**config.mk**
```make
export PLATFORM = sky130hd
export DESIGN_NAME = multicycle_control
export DESIGN_NICKNAME = d
export VERILOG_FILES = /design/src/rtl/multicycle_control.sv
export SDC_FILE = /design/constraint.sdc
export NUM_CORES = 1
export LEC_CHECK = 0
export BUFFER_PORTS_ARGS = -buffer_cell sky130_fd_sc_hd__buf_2
export CORE_MARGIN = 4
export CORE_UTILIZATION = 50
export DETAILED_ROUTE_END_ITERATION = 16
export GPL_TIMING_DRIVEN = 0
export PLACE_DENSITY_LB_ADDON = 0.12
export SLEW_MARGIN = 20
export SYNTH_ARGS = -nofsm -noshare
export SYNTH_HDL_FRONTEND = slang
export SYNTH_SLANG_ARGS = --single-unit
```
**constraint.sdc**
```tcl
create_clock -name clk -period 3.55 [get_ports clk]
set_input_delay 0.71 -clock clk [delete_from_list [all_inputs] [get_ports clk]]
set_output_delay 0.71 -clock clk [all_outputs]
set_load 0.03 [all_outputs]
```
**src/rtl/multicycle_control.sv**
```systemverilog
`default_nettype none
// ============================================================================
// Module   : multicycle_control
// Purpose  : FETCH/DECODE/EXEC/MEM/WB sequencer driving single-issue datapath
//            strobes, with memory-ready handshake, timeout and retire counter.
// Revision : 1.0  initial release
// ============================================================================
module multicycle_control #(
    parameter int MEM_TIMEOUT = 16,
    parameter int CNT_W       = 16
) (
    input  logic             clk,
    input  logic             rst,
    input  logic [5:0]       opcode,
    input  logic             mem_ready,
    output logic             pc_write,
    output logic             ir_write,
    output logic             write,
    output logic [1:0]       ALUop,
    output logic             ALUsrc,
    output logic             regdst,
    output logic             MemRead,
    output logic             MemWrite,
    output logic             MemtoReg,
    output logic [2:0]       state,
    output logic             illegal,
    output logic             timeout,
    output logic [CNT_W-1:0] instr_count
);

    typedef enum logic [2:0] {
        S_FETCH  = 3'd0,
        S_DECODE = 3'd1,
        S_EXEC   = 3'd2,
        S_MEM    = 3'd3,
        S_WB     = 3'd4,
        S_HALT   = 3'd5
    } state_t;

    localparam logic [5:0] c_OP_R    = 6'b000000;
    localparam logic [5:0] c_OP_SW   = 6'b010000;
    localparam logic [5:0] c_OP_LW   = 6'b010001;
    localparam logic [5:0] c_OP_ADDI = 6'b001100;
    localparam logic [5:0] c_OP_SUBI = 6'b001101;
    localparam logic [7:0] c_WAIT_LAST = 8'(MEM_TIMEOUT - 1);
    localparam logic [CNT_W-1:0] c_CNT_ONE = {{(CNT_W-1){1'b0}}, 1'b1};

    state_t           r_state, w_state_nxt;
    logic [5:0]       r_op, w_op_nxt;
    logic [7:0]       r_wait, w_wait_nxt;
    logic             r_illegal, w_illegal_nxt;
    logic             r_timeout, w_timeout_nxt;
    logic [CNT_W-1:0] r_count;
    logic             w_retire;
    logic             w_legal;

    assign w_legal = (opcode == c_OP_R)    || (opcode == c_OP_SW) ||
                     (opcode == c_OP_LW)   || (opcode == c_OP_ADDI) ||
                     (opcode == c_OP_SUBI);

    always_ff @(posedge clk) begin
        if (rst) begin
            r_state   <= S_FETCH;
            r_op      <= 6'd0;
            r_wait    <= 8'd0;
            r_illegal <= 1'b0;
            r_timeout <= 1'b0;
            r_count   <= '0;
        end else begin
            r_state   <= w_state_nxt;
            r_op      <= w_op_nxt;
            r_wait    <= w_wait_nxt;
            r_illegal <= w_illegal_nxt;
            r_timeout <= w_timeout_nxt;
            if (w_retire)
                r_count <= r_count + c_CNT_ONE;
        end
    end

    always_comb begin
        w_state_nxt   = r_state;
        w_op_nxt      = r_op;
        w_wait_nxt    = r_wait;
        w_illegal_nxt = r_illegal;
        w_timeout_nxt = r_timeout;
        w_retire      = 1'b0;
        case (r_state)
            S_FETCH:  w_state_nxt = S_DECODE;
            S_DECODE: begin
                w_op_nxt = opcode;
                if (w_legal) begin
                    w_state_nxt = S_EXEC;
                end else begin
                    w_state_nxt   = S_HALT;
                    w_illegal_nxt = 1'b1;
                end
            end
            S_EXEC: begin
                w_wait_nxt  = 8'd0;
                w_state_nxt = (r_op == c_OP_LW || r_op == c_OP_SW) ? S_MEM : S_WB;
            end
            S_MEM: begin
                // A ready on the final allowed cycle still completes normally.
                if (mem_ready) begin
                    if (r_op == c_OP_SW) begin
                        w_state_nxt = S_FETCH;
                        w_retire    = 1'b1;
                    end else begin
                        w_state_nxt = S_WB;
                    end
                end else if (r_wait == c_WAIT_LAST) begin
                    w_state_nxt   = S_HALT;
                    w_timeout_nxt = 1'b1;
                end else begin
                    w_wait_nxt = r_wait + 8'd1;
                end
            end
            S_WB: begin
                w_state_nxt = S_FETCH;
                w_retire    = 1'b1;
            end
            S_HALT:   w_state_nxt = S_HALT;
            default:  w_state_nxt = S_FETCH;
        endcase
    end

    // Moore output decode; everything is held low while reset is asserted.
    always_comb begin
        pc_write = 1'b0;
        ir_write = 1'b0;
        write    = 1'b0;
        ALUop    = 2'b00;
        ALUsrc   = 1'b0;
        regdst   = 1'b0;
        MemRead  = 1'b0;
        MemWrite = 1'b0;
        MemtoReg = 1'b0;
        if (!rst) begin
            if (r_state == S_FETCH) begin
                pc_write = 1'b1;
                ir_write = 1'b1;
            end
            if (r_state == S_EXEC || r_state == S_MEM || r_state == S_WB) begin
                if (r_op == c_OP_R) begin
                    ALUop  = 2'b10;
                    regdst = 1'b1;
                end else begin
                    ALUop  = (r_op == c_OP_SUBI) ? 2'b01 : 2'b00;
                    ALUsrc = 1'b1;
                end
            end
            if (r_state == S_MEM) begin
                MemRead  = (r_op == c_OP_LW);
                MemWrite = (r_op == c_OP_SW);
            end
            if (r_state == S_WB) begin
                write    = 1'b1;
                MemtoReg = (r_op == c_OP_LW);
            end
        end
    end

    assign state       = r_state;
    assign illegal     = r_illegal;
    assign timeout     = r_timeout;
    assign instr_count = r_count;

endmodule
`default_nettype wire

```
Word-level counts from Yosys, hierarchy flattened
Cells that the tools add are included.
- add/subtract/negate cells: 2
- eq/ne operators: 16
- muxes and demuxes: 32
- bitwise gates (word level): 2
- reductions and logical operators: 14
- operators with widths (cell ; number):
    6-bit by 5-bit == test with 1-bit output (second input constant) ; 4
    1-bit two-way mux ; 19
    6-bit by 4-bit == test with 1-bit output (second input constant) ; 3
    16-bit by 1-bit adder with 16-bit output (second input constant) ; 1
    8-bit two-way mux ; 2
    8-bit case mux with 2 select lines ; 1
    3-bit two-way mux ; 5
    3-bit case mux with 5 select lines ; 1
    6-bit zero test ; 2
    8-bit by 1-bit adder with 8-bit output (second input constant) ; 1
    8-bit by 4-bit == test with 1-bit output (second input constant) ; 1
    1-bit logical OR ; 7
    3-bit by 2-bit == test with 1-bit output (second input constant) ; 2
    3-bit == test (second input constant) ; 2
    2-bit two-way mux ; 3
    3-bit AND reduction ; 2
    2-bit != test (second input constant) ; 2
    3-bit by 1-bit == test with 1-bit output (second input constant) ; 1
    3-bit zero test ; 1
    3-bit != test (second input constant) ; 1
    1-bit NOT ; 2
    1-bit case mux with 2 select lines ; 1
    2-bit AND reduction ; 1
    2-bit nonzero test ; 1
- register bits after elaboration: 35
- input bits: 9
- output and inout bits: 31
- word-level logic and storage cells: 72

Logic depth before layout (Yosys ltp)
Gate-level depths: netlist (run 1).
- depth after elaboration: 7
- mapped depth: 7
- depth with buffers taken out: 5

Worst setup path after synthesis (run 1)
Ideal clock, no wire load.
- path type: input -> output
- from: input rst
- to: output pc_write
- arrival time: 2.387 ns
- data required time: 2.840 ns
- slack: 0.453 ns
- stages on the path: 4
- path through: clkbuf_1 buf_1 nor4_1 buf_4
- cells in the longest elaborated chain, start to end: 1
- ends and longest elaborated chain (item ; line ; text):
    from (decl) ; 13 ; input logic rst,
    1-bit two-way mux ; - ;
    to (decl) ; 16 ; output logic pc_write,
No other way between the ends.

Worst setup path in the final report (run 1)
- from: input rst
- to: output pc_write
- cells in the longest elaborated chain, start to end: 1
- ends and longest elaborated chain (item ; line ; text):
    1-bit two-way mux ; 138 ; if (!rst) begin
No other way between the ends.

==> flow_summary.json, run 1 <==
{
  "postCtsSetupRepairBufs": 0,
  "first_pass_iters": 4,
  "utilization_pct": 61.5,
  "synth.area.top_cells": "dfxtp_1, a21oi_1, nor2_1",
  "grt.overflow.total": 0,
  "grt_pass1_wl_um": 6480,
  "die_h_um": 67.8,
  "max-vdd-ir-drop_uv": 203,
  "multiInputGateArea_sq_um": 1010,
  "final_common_cell": "buf_2",
  "dp_hpwl_um": 2970,
  "final_layout_size_suffix_gt1_share_pct": 22.0,
  "synthSimpleGateAreaFrac_pct": 30.3,
  "pwr-share-comb_pct": 14.3,
  "rsz0062_at_grt": "no",
  "ff_latch_area_sq_um": 701,
  "netlist_area_sq_um": 1790,
  "synth_edf_count": 0,
  "p_total_uw": 720,
  "slowest_stage": "buf_1",
  "finalCritPeriodShare_pct": 74.4,
  "tritoncts": "yes",
  "seq_power_share_pct": 57.2,
  "grt_max_degree": 11,
  "synth_top_cell_by_area": "dfxtp_1",
  "p_sw_uw": 203,
  "area_growth_pct": 16.7,
  "cp_num_buf_inv": 4,
  "core-area_sq_um": 3390,
  "num_rows": 21,
  "synth_fp_nets": 224,
  "path_clk_slew_ns": 0.10,
  "final_net_count": 269,
  "crit_required_ns": 2.84,
  "synth_top_family_by_area": "simple AND/OR/NAND/NOR gates",
  "powerDensity_nw_per_um2": 346,
  "ios": 40,
  "hp-start": "illegal$_SDFFE_PP0P_",
  "setup_viol": 0,
  "final_hold_viol_count": 0,
  "worstPathCellList": "clkbuf_1 -> buf_1 -> nor4_1 -> buf_4 -> buf_2",
  "drv_slew": 0,
  "clkPwrFrac_pct": 28.6,
  "synth_compound_area_share_pct": 16.6,
  "via_per_inst": 5.58,
  "dieArea_sq_um": 4590,
  "async_flop_share_pct": 0,
  "antenna_cells": 0,
  "critPathMaxFanout": 10,
  "final_cell_mix": "buf_2, dfxtp_1, nor2_1",
  "yosys_warnings": 0,
  "slew_headroom_pct": 53.0,
  "synthCells": 213,
  "die_x_um": 67.8,
  "cts_hold_buf": 0,
  "nFillCells": 314,
  "cts_num_sinks": 35,
  "antenna_found_initial": 0,
  "htree_num_levels": 2,
  "fin_skew_ns": 0.00519,
  "synth_adder_area_share_pct": 1.40,
  "synth_flop_cell": "dfxtp_1",
  "drc": 0,
  "place_congestion": 0.918,
  "synth_cell_types": 43,
  "cts-resized-gates": 0,
  "p_sw_share_pct": 28.2,
  "rr_startpoint": "state[2]$_SDFFE_PP0P_",
  "first_iter_violations": 91,
  "synth_xor_area_share_pct": 2.94,
  "synth_top_area_share_pct": 39.2,
  "cts_buffers": 5,
  "crit_path_end_kind": "output port",
  "start_util_pct": 52.7,
  "crit_type": "primary input to output port",
  "port_buffers": 38,
  "clock_latency_ns": 0.33,
  "cp-start-kind": "primary input",
  "status": "finished clean",
  "clock-root-buffer": "clkbuf_4",
  "crit_family": "buffers and inverters",
  "avgSynthCellArea_sq_um": 8.39,
  "finalSetupTns_ns": 0,
  "cap_viol_max_count": 0,
  "vias": 1703,
  "ys_ff_latch": 35,
  "grt.total_usage_pct": 18.3,
  "synth_mux_area_share_pct": 5.11,
  "ys_seq_area_share_pct": 39.2,
  "max_freq_ghz": 0.378,
  "cpPeakStageDelay_ns": 0.44,
  "clockBufferDepth": 2,
  "fin_crit_ns": 2.64,
  "drtAntennaViolNets": 0,
  "intPower_uw": 517,
  "arrival_ns": 1.93,
  "wl_um": 4010,
  "crit_path_start": "rst",
  "post_drt_wl_per_cell_um": 13.2,
  "hold_class": "flip-flop to flip-flop",
  "leakage_uw": 0.000862,
  "worst_slew_pin_slew_ns": 0.701,
  "grt_pass1_vias": 1466
}
==> cell families (layout without fill, tap and decap cells) <==
family / after synthesis / in the layout
compound gates: 49 / 49
fa+ha+maj: 2 / 2
flops: 35 / 35
mux: 9 / 9
simple gates: 95 / 95
xor+xnor: 6 / 6
buf+inv: 17 / 63
==> final cells by class <==
type | count | share of cell area (%)
plain buffers | 12 | 2.88
flip-flops and latches | 35 | 33.6
well taps | 46 | 2.76
clock buffers | 7 | 2.16
repair buffers | 38 | 9.12
multi-input cells | 161 | 48.3
clock inverters | 1 | 0.240
inverters | 5 | 0.900
==> cells in the mapped netlist (all sizes together), types with 3 or more instances <==
cell    count
o31ai       7
nor2       24
nand3      10
inv         5
or4         8
nor4        3
dfxtp      35
nor3        4
mux2i       8
nand4       6
o21ai      12
nand2b      4
nand2       9
a21oi      19
xor2        6
buf        10
and3        6
nor2b       3
or3        11
==> power groups by stage <==
stage | Sequential [uW] | Combinational (uW) | Clock [uW]
floorplan | 428 | 66.8 | 0
global placement | 421 | 102 | 0
detailed placement | 421 | 102 | 0
CTS | 412 | 103 | 215
global route | 414 | 113 | 230
finish | 412 | 103 | 206
==> final timing paths <==
kind                                 endpoint  slack (ns)  cells after the start
setup reg to reg  instr_count[1]$_SDFFE_PP0P_        1.60                      7
hold reg to reg          illegal$_SDFFE_PP0P_        0.46                      2
hold / removal           illegal$_SDFFE_PP0P_        0.46                      2
setup / recovery                     pc_write        0.91                      5
==> per-layer routing <==
| layer | up-vias | track usage [%] | wire [um] |
|---|---|---|---|
| met5 | - | 0 | 0 |
| met4 | 0 | 5.96 | 59 |
| met3 | 6 | 4.16 | 223 |
| met2 | 49 | 28.9 | 1790 |
| met1 | 768 | 24.5 | 1940 |
| li1 | 880 | - | - |
==> tightest hold or removal path: cells and delay by family (launching register included) <==
family,cells,cell delay (ns)
flops,1,0.32
buf+inv,1,0.05
compound gates,1,0.05
==> metrics by stage <==
stage | hold slack, ns | worst slack [ns] | std cells | area, sq um
after floorplan | 0.471 | 0.453 | 213 | 1790
after global placement | 0.446 | 0.926 | 297 | 2030
after detailed placement | 0.452 | 0.910 | 297 | 2030
after CTS | 0.467 | 0.896 | 305 | 2080
after global routing | 0.488 | 0.775 | 305 | 2080
final | 0.463 | 0.907 | 305 | 2080
==> flip-flops by register name, indices dropped and copies added, names as in the netlist <==
name	flops
r_wait	8
timeout	1
r_op	6
instr_count	16
illegal	1
state	3
Power figures use the tool's default switching activity.
==> run 2, diff against run 1 <==
ABC_AREA = 1   (was not set)
CORE_UTILIZATION = 49   (was 50)
clock period = 2.2 ns   (was 3.55 ns; I/O delays follow)
==> run 2 against run 1 <==
Die area rose by 13%. Synthesized cell count rose by 45%. Wire length rose by 22%. Global-route usage rose by 1.9 points. Non-clock buffer count fell by 4. Via count rose by 23%. Critical path depth did not move. Critical endpoint is now MemtoReg.
==> flow_summary.json, run 2 <==
{
  "status": "finished clean",
  "antenna_found_initial": 0,
  "cap_viol_max_count": 0,
  "dp_hpwl_um": 3590,
  "grt.overflow.total": 0,
  "cts_buffers": 5,
  "crit_type": "flip-flop to output port",
  "synth_fp_nets": 320,
  "ys_ff_latch": 35,
  "clockBufferDepth": 2,
  "synth_top_area_share_pct": 34.8,
  "fin_skew_ns": 0.00637,
  "final_layout_size_suffix_gt1_share_pct": 20.6,
  "finalCritPeriodShare_pct": 93.7,
  "final_cell_mix": "nand2_1, nor2_1, buf_2",
  "final_net_count": 365,
  "dp.cells": 397,
  "arrival_ns": 1.62,
  "final_common_cell": "nand2_1",
  "clock-root-buffer": "clkbuf_8",
  "port_buffers": 38,
  "cts_hold_buf": 0,
  "cp-start-kind": "flip-flop",
  "tritoncts": "yes",
  "powerDensity_nw_per_um2": 679,
  "core-area_sq_um": 3970,
  "die_x_um": 72.1,
  "synth.area.top_cells": "dfxtp_1, nand2_1, nor2_1",
  "num_rows": 23,
  "drtAntennaViolNets": 0,
  "synth_cell_types": 25,
  "pre_cts_slack_ns": -0.0352,
  "htree_num_levels": 2,
  "nFillCells": 418,
  "rsz0062_at_grt": "no",
  "start_util_pct": 50.6,
  "largest_reg_flops": 16,
  "yosys.cell_count.top_type": "nand2_1",
  "first_iter_violations": 99,
  "drv_slew": 0,
  "slowest_stage": "dfxtp_2",
  "fin_crit_ns": 2.06,
  "grt_max_degree": 12,
  "grt.total_usage_pct": 20.2,
  "die_h_um": 72.1,
  "place_congestion": 0.810,
  "post_drt_wl_per_cell_um": 12.1,
  "setup_viol": 0,
  "place_area_sq_um": 2310,
  "vias": 2092,
  "worst_slack_ns": 0.140,
  "yosys_warnings": 0,
  "path_clk_slew_ns": 0.07,
  "dieArea_sq_um": 5190,
  "cpPeakStageDelay_ns": 0.33,
  "grt_pass1_vias": 1922,
  "finalInstanceArea_sq_um": 2430,
  "max-vdd-ir-drop_uv": 356,
  "synth_edf_count": 0,
  "wl_um": 4900,
  "cts_num_sinks": 35,
  "synth_flop_cell": "dfxtp_1",
  "netlist_area_sq_um": 2010,
  "final_hold_viol_count": 0,
  "finalSetupTns_ns": 0,
  "ff_latch_area_sq_um": 707,
  "hold_class": "primary input to flip-flop",
  "area_growth_pct": 20.7,
  "slew_headroom_pct": 65.3,
  "max_freq_ghz": 0.485,
  "ys_seq_area_share_pct": 34.8,
  "avgSynthCellArea_sq_um": 6.51,
  "first_pass_iters": 4,
  "leakage_uw": 0.00107,
  "crit_path_end_kind": "output port",
  "async_flop_share_pct": 0,
  "final_cells": 405,
  "utilization_pct": 61.1,
  "critPathMaxFanout": 10,
  "worst_slew_pin_slew_ns": 0.521,
  "worstPathCellList": "inv_2 -> nand3_4 -> clkbuf_1 -> nor3_1 -> buf_2",
  "ys_top_cells_by_count": "nand2_1, nor2_1, dfxtp_1",
  "via_per_inst": 5.17,
  "crit_required_ns": 1.76,
  "clock_latency_ns": 0.29,
  "ios": 40,
  "multiInputGateArea_sq_um": 1170,
  "antenna_cells": 0,
  "synthCells": 309,
  "drc": 0,
  "synth_top_cell_by_area": "dfxtp_1",
  "grt_pass1_wl_um": 8380
}
## run 2: cell types whose count changed after synthesis, sizes merged, moves of 7 or more
cell | previous run | this run
or4 | 8 | 0
or3 | 11 | 0
nand3 | 10 | 36
a21oi | 19 | 30
mux2i | 8 | 0
o31ai | 7 | 0
nor2 | 24 | 53
nand2 | 9 | 72
inv | 5 | 35
## run 2: kinds of logic after synthesis
group           synth area share [%]
compound gates                  11.6
flops                           34.8
simple gates                    40.1
fa+ha+maj                       1.24
xor+xnor                        3.05
buf+inv                         9.08
## run 2: worst paths after layout
check	to	slack (ns)	from	depth (start not counted)
setup / recovery	MemtoReg	0.14	state[1]$_SDFFE_PP0P_	5
hold reg to reg	illegal$_SDFFE_PP0P_	0.48	illegal$_SDFFE_PP0P_	2
setup reg to reg	instr_count[14]$_SDFFE_PP0P_	0.52	instr_count[0]$_SDFFE_PP0P_	8
hold / removal	r_op[5]$_SDFFE_PP0N_	0.40	opcode[5]	3
## run 2: repair_timing
item                       CTS  global route
gates resized for setup      1             0
buffers inserted             0             0
setup endpoints to repair    1             2
pin swaps                    0             1
## run 2: layout make-up
| class | instances | area share [%] |
|---|---|---|
| Inverter | 35 | 5.52 |
| Timing Repair Buffer | 38 | 7.84 |
| Tap cell | 50 | 2.58 |
| Multi-Input combinational cell | 231 | 48.0 |
| Sequential cell | 35 | 29.1 |
| Buffer | 8 | 2.06 |
| Clock inverter | 2 | 1.44 |
| Clock buffer | 6 | 3.40 |
## run 2: per-layer routing
layer / GRT usage, % / vias up / wire length [um]
met1: 23.2 / 941 / 2120
met3: 5.12 / 2 / 311
met5: 0 / - / 0
met2: 36.5 / 57 / 2440
met4: 6.47 / 0 / 23
li1: - / 1092 / -
## run 2: where the power goes
part	switching, uW	total, uW	internal [uW]
registers	45.4	717	671
logic	223	317	94.9
clock network	247	614	367
total	515	1650	1130
## run 2: worst max-delay path, delay by kind of cell (launching register included)
kind          cells  cell delay (ns)
flops             1             0.33
buf+inv           3             0.63
simple gates      2             0.38
## run 2: metrics by stage
step / hold slack [ns] / power [uW]
3_3_place_gp: 0.452 / 1050
5_1_grt: 0.401 / 1730
3_5_place_dp: 0.461 / 1050
2_1_floorplan: 0.448 / 969
4_1_cts: 0.395 / 1660
6_report: 0.404 / 1650
==> run 3, diff against run 2 <==
ABC_AREA = not set   (was 1)
CORE_UTILIZATION = 48   (was 49)
SETUP_SLACK_MARGIN = 0.4   (was not set)
==> run 3 against run 2 <==
The flow now finishes with violations (setup timing). Highest routed layer unchanged. Flip-flop and latch count is the same. Final area is 15% higher. Critical endpoint is now ALUop[1]. Non-clock buffer count up 28.
==> flow_summary.json, run 3 (same netlist as run 1, synthesis figures left out) <==
{
  "grt_pass1_wl_um": 8110,
  "hp-start": "opcode[3]",
  "die_x_um": 69.0,
  "finalCritPeriodShare_pct": 101,
  "final_cells": 329,
  "r2r_slack_ns": 0.21,
  "cpPeakStageDelay_ns": 0.44,
  "worst_slack_ns": -0.0261,
  "port_buffers": 38,
  "leakage_uw": 0.00112,
  "place_area_sq_um": 2190,
  "met3_usage_pct": 6.10,
  "dieArea_sq_um": 4760,
  "grt.overflow.total": 0,
  "final_common_cell": "buf_2",
  "path_clk_slew_ns": 0.08,
  "max_freq_ghz": 0.449,
  "slew_headroom_pct": 63.5,
  "worstPathCellList": "or3_4 -> or4_4 -> nor2_4 -> buf_6 -> buf_6",
  "rr_startpoint": "r_op[3]$_SDFFE_PP0N_",
  "first_iter_violations": 113,
  "final_layout_size_suffix_gt1_share_pct": 45.2,
  "clock-root-buffer": "clkbuf_8",
  "cap_viol_max_count": 0,
  "gr-usage-met1_pct": 25.7,
  "final_cell_mix": "buf_2, dfxtp_1, buf_6",
  "area_growth_pct": 56.7,
  "worst_slew_pin_slew_ns": 0.548,
  "drv_slew": 0,
  "finalSetupTns_ns": -0.0353,
  "num_rows": 21,
  "hold_class": "primary input to flip-flop",
  "fin_crit_ns": 2.23,
  "antenna_found_initial": 0,
  "dp_hpwl_um": 3020,
  "antenna_cells": 0,
  "setup_viol": 2,
  "via_per_inst": 5.75,
  "wl_um": 5510,
  "cp-start-kind": "flip-flop",
  "rsz0062_at_grt": "yes",
  "drc": 0,
  "vias": 1893,
  "start_util_pct": 51.5,
  "crit_required_ns": 1.76,
  "first_pass_iters": 4,
  "ios": 40,
  "grt_busiest_layer": "met2",
  "grt_pass1_vias": 1713,
  "crit_path_end_kind": "output port",
  "htree_num_levels": 2,
  "arrival_ns": 1.79,
  "powerDensity_nw_per_um2": 568,
  "fin_skew_ns": 0.0111,
  "status": "finished, violations left",
  "post_drt_wl_per_cell_um": 16.7,
  "r2r_end": "instr_count[13]$_SDFFE_PP0P_",
  "slowest_stage": "or4_4",
  "finalInstanceArea_sq_um": 2800,
  "grt.total_usage_pct": 20.5,
  "violations": "setup timing",
  "crit_top_cell": "buf_6",
  "die_h_um": 69.0,
  "crit_end": "ALUop[1]",
  "nFillCells": 213,
  "clockBufferDepth": 2,
  "max-vdd-ir-drop_uv": 446,
  "crit_path_start": "r_op[4]$_SDFFE_PP0N_",
  "largest_reg_flops": 16,
  "dp.cells": 297,
  "rr_worst_depth": 7,
  "clock_latency_ns": 0.29,
  "cts_buffers": 5,
  "core-area_sq_um": 3470,
  "crit_type": "flip-flop to output port",
  "grt_max_degree": 12,
  "tritoncts": "yes",
  "final_net_count": 293,
  "place_congestion": 0.832,
  "drtAntennaViolNets": 0,
  "critPathMaxFanout": 6,
  "use_met2_pct": 33.6,
  "cts_num_sinks": 35,
  "final_hold_viol_count": 0
}
==> run 3: worst min path at each step <==
stage,to,depth (start not counted)
global route,r_op[3]$_SDFFE_PP0N_,3
finish,r_op[3]$_SDFFE_PP0N_,3
CTS,r_op[3]$_SDFFE_PP0N_,3
detailed placement,illegal$_SDFFE_PP0P_,2
global placement,illegal$_SDFFE_PP0P_,2
floorplan,r_wait[7]$_SDFFE_PP0P_,2
==> run 3: through the flow <==
step / total power [uW] / hold WS (ns) / util [%] / worst slack, ns
final: 1590 / 0.422 / 80.7 / -0.0261
after global routing: 1650 / 0.436 / 80.7 / -0.0892
after CTS: 1530 / 0.426 / 73.4 / -0.0167
after detailed placement: 877 / 0.453 / 63.1 / 0.211
after global placement: 877 / 0.442 / 63.1 / 0.220
after floorplan: 829 / 0.471 / - / 0.216
==> run 3: layout make-up <==
type / instances / area [sq um] / share of cell area [%]
multi-input cells: 161 / 1250 / 44.7
flip-flops and latches: 35 / 719 / 25.7
repair buffers: 62 / 482 / 17.2
plain buffers: 12 / 149 / 5.32
clock buffers: 6 / 82.6 / 2.95
well taps: 46 / 57.6 / 2.06
clock inverters: 2 / 35.0 / 1.25
inverters: 5 / 22.5 / 0.804
==> run 3: report_power, final <==
group          total [uW]  switching [uW]  internal [uW]
logic                 319             159            161
registers             670            22.3            648
clock network         602             236            367
total                1590             417           1180
==> run 3: routing by layer <==
metal	vias up	wire length, um	share of wire, %
met1	884	2350	43
met4	0	133	2.4
met3	15	344	6.2
met2	67	2680	49
met5	-	0	0
li1	927	-	-
==> run 3: repair_timing <==
item	4_1_cts	5_1_grt
hold buffers	0	0
gates resized for setup	36	51
gates cloned	0	3
endpoints found under the hold margin	0	0
pin swaps	11	29
setup endpoints to repair	24	35
setup buffers	16	5
==> run 3: critical path, delay by kind of cell, from the launching register on <==
family	cells	cell delay (ns)
and+or+nand+nor	3	0.89
DFF	1	0.38
buffers and inverters	2	0.22
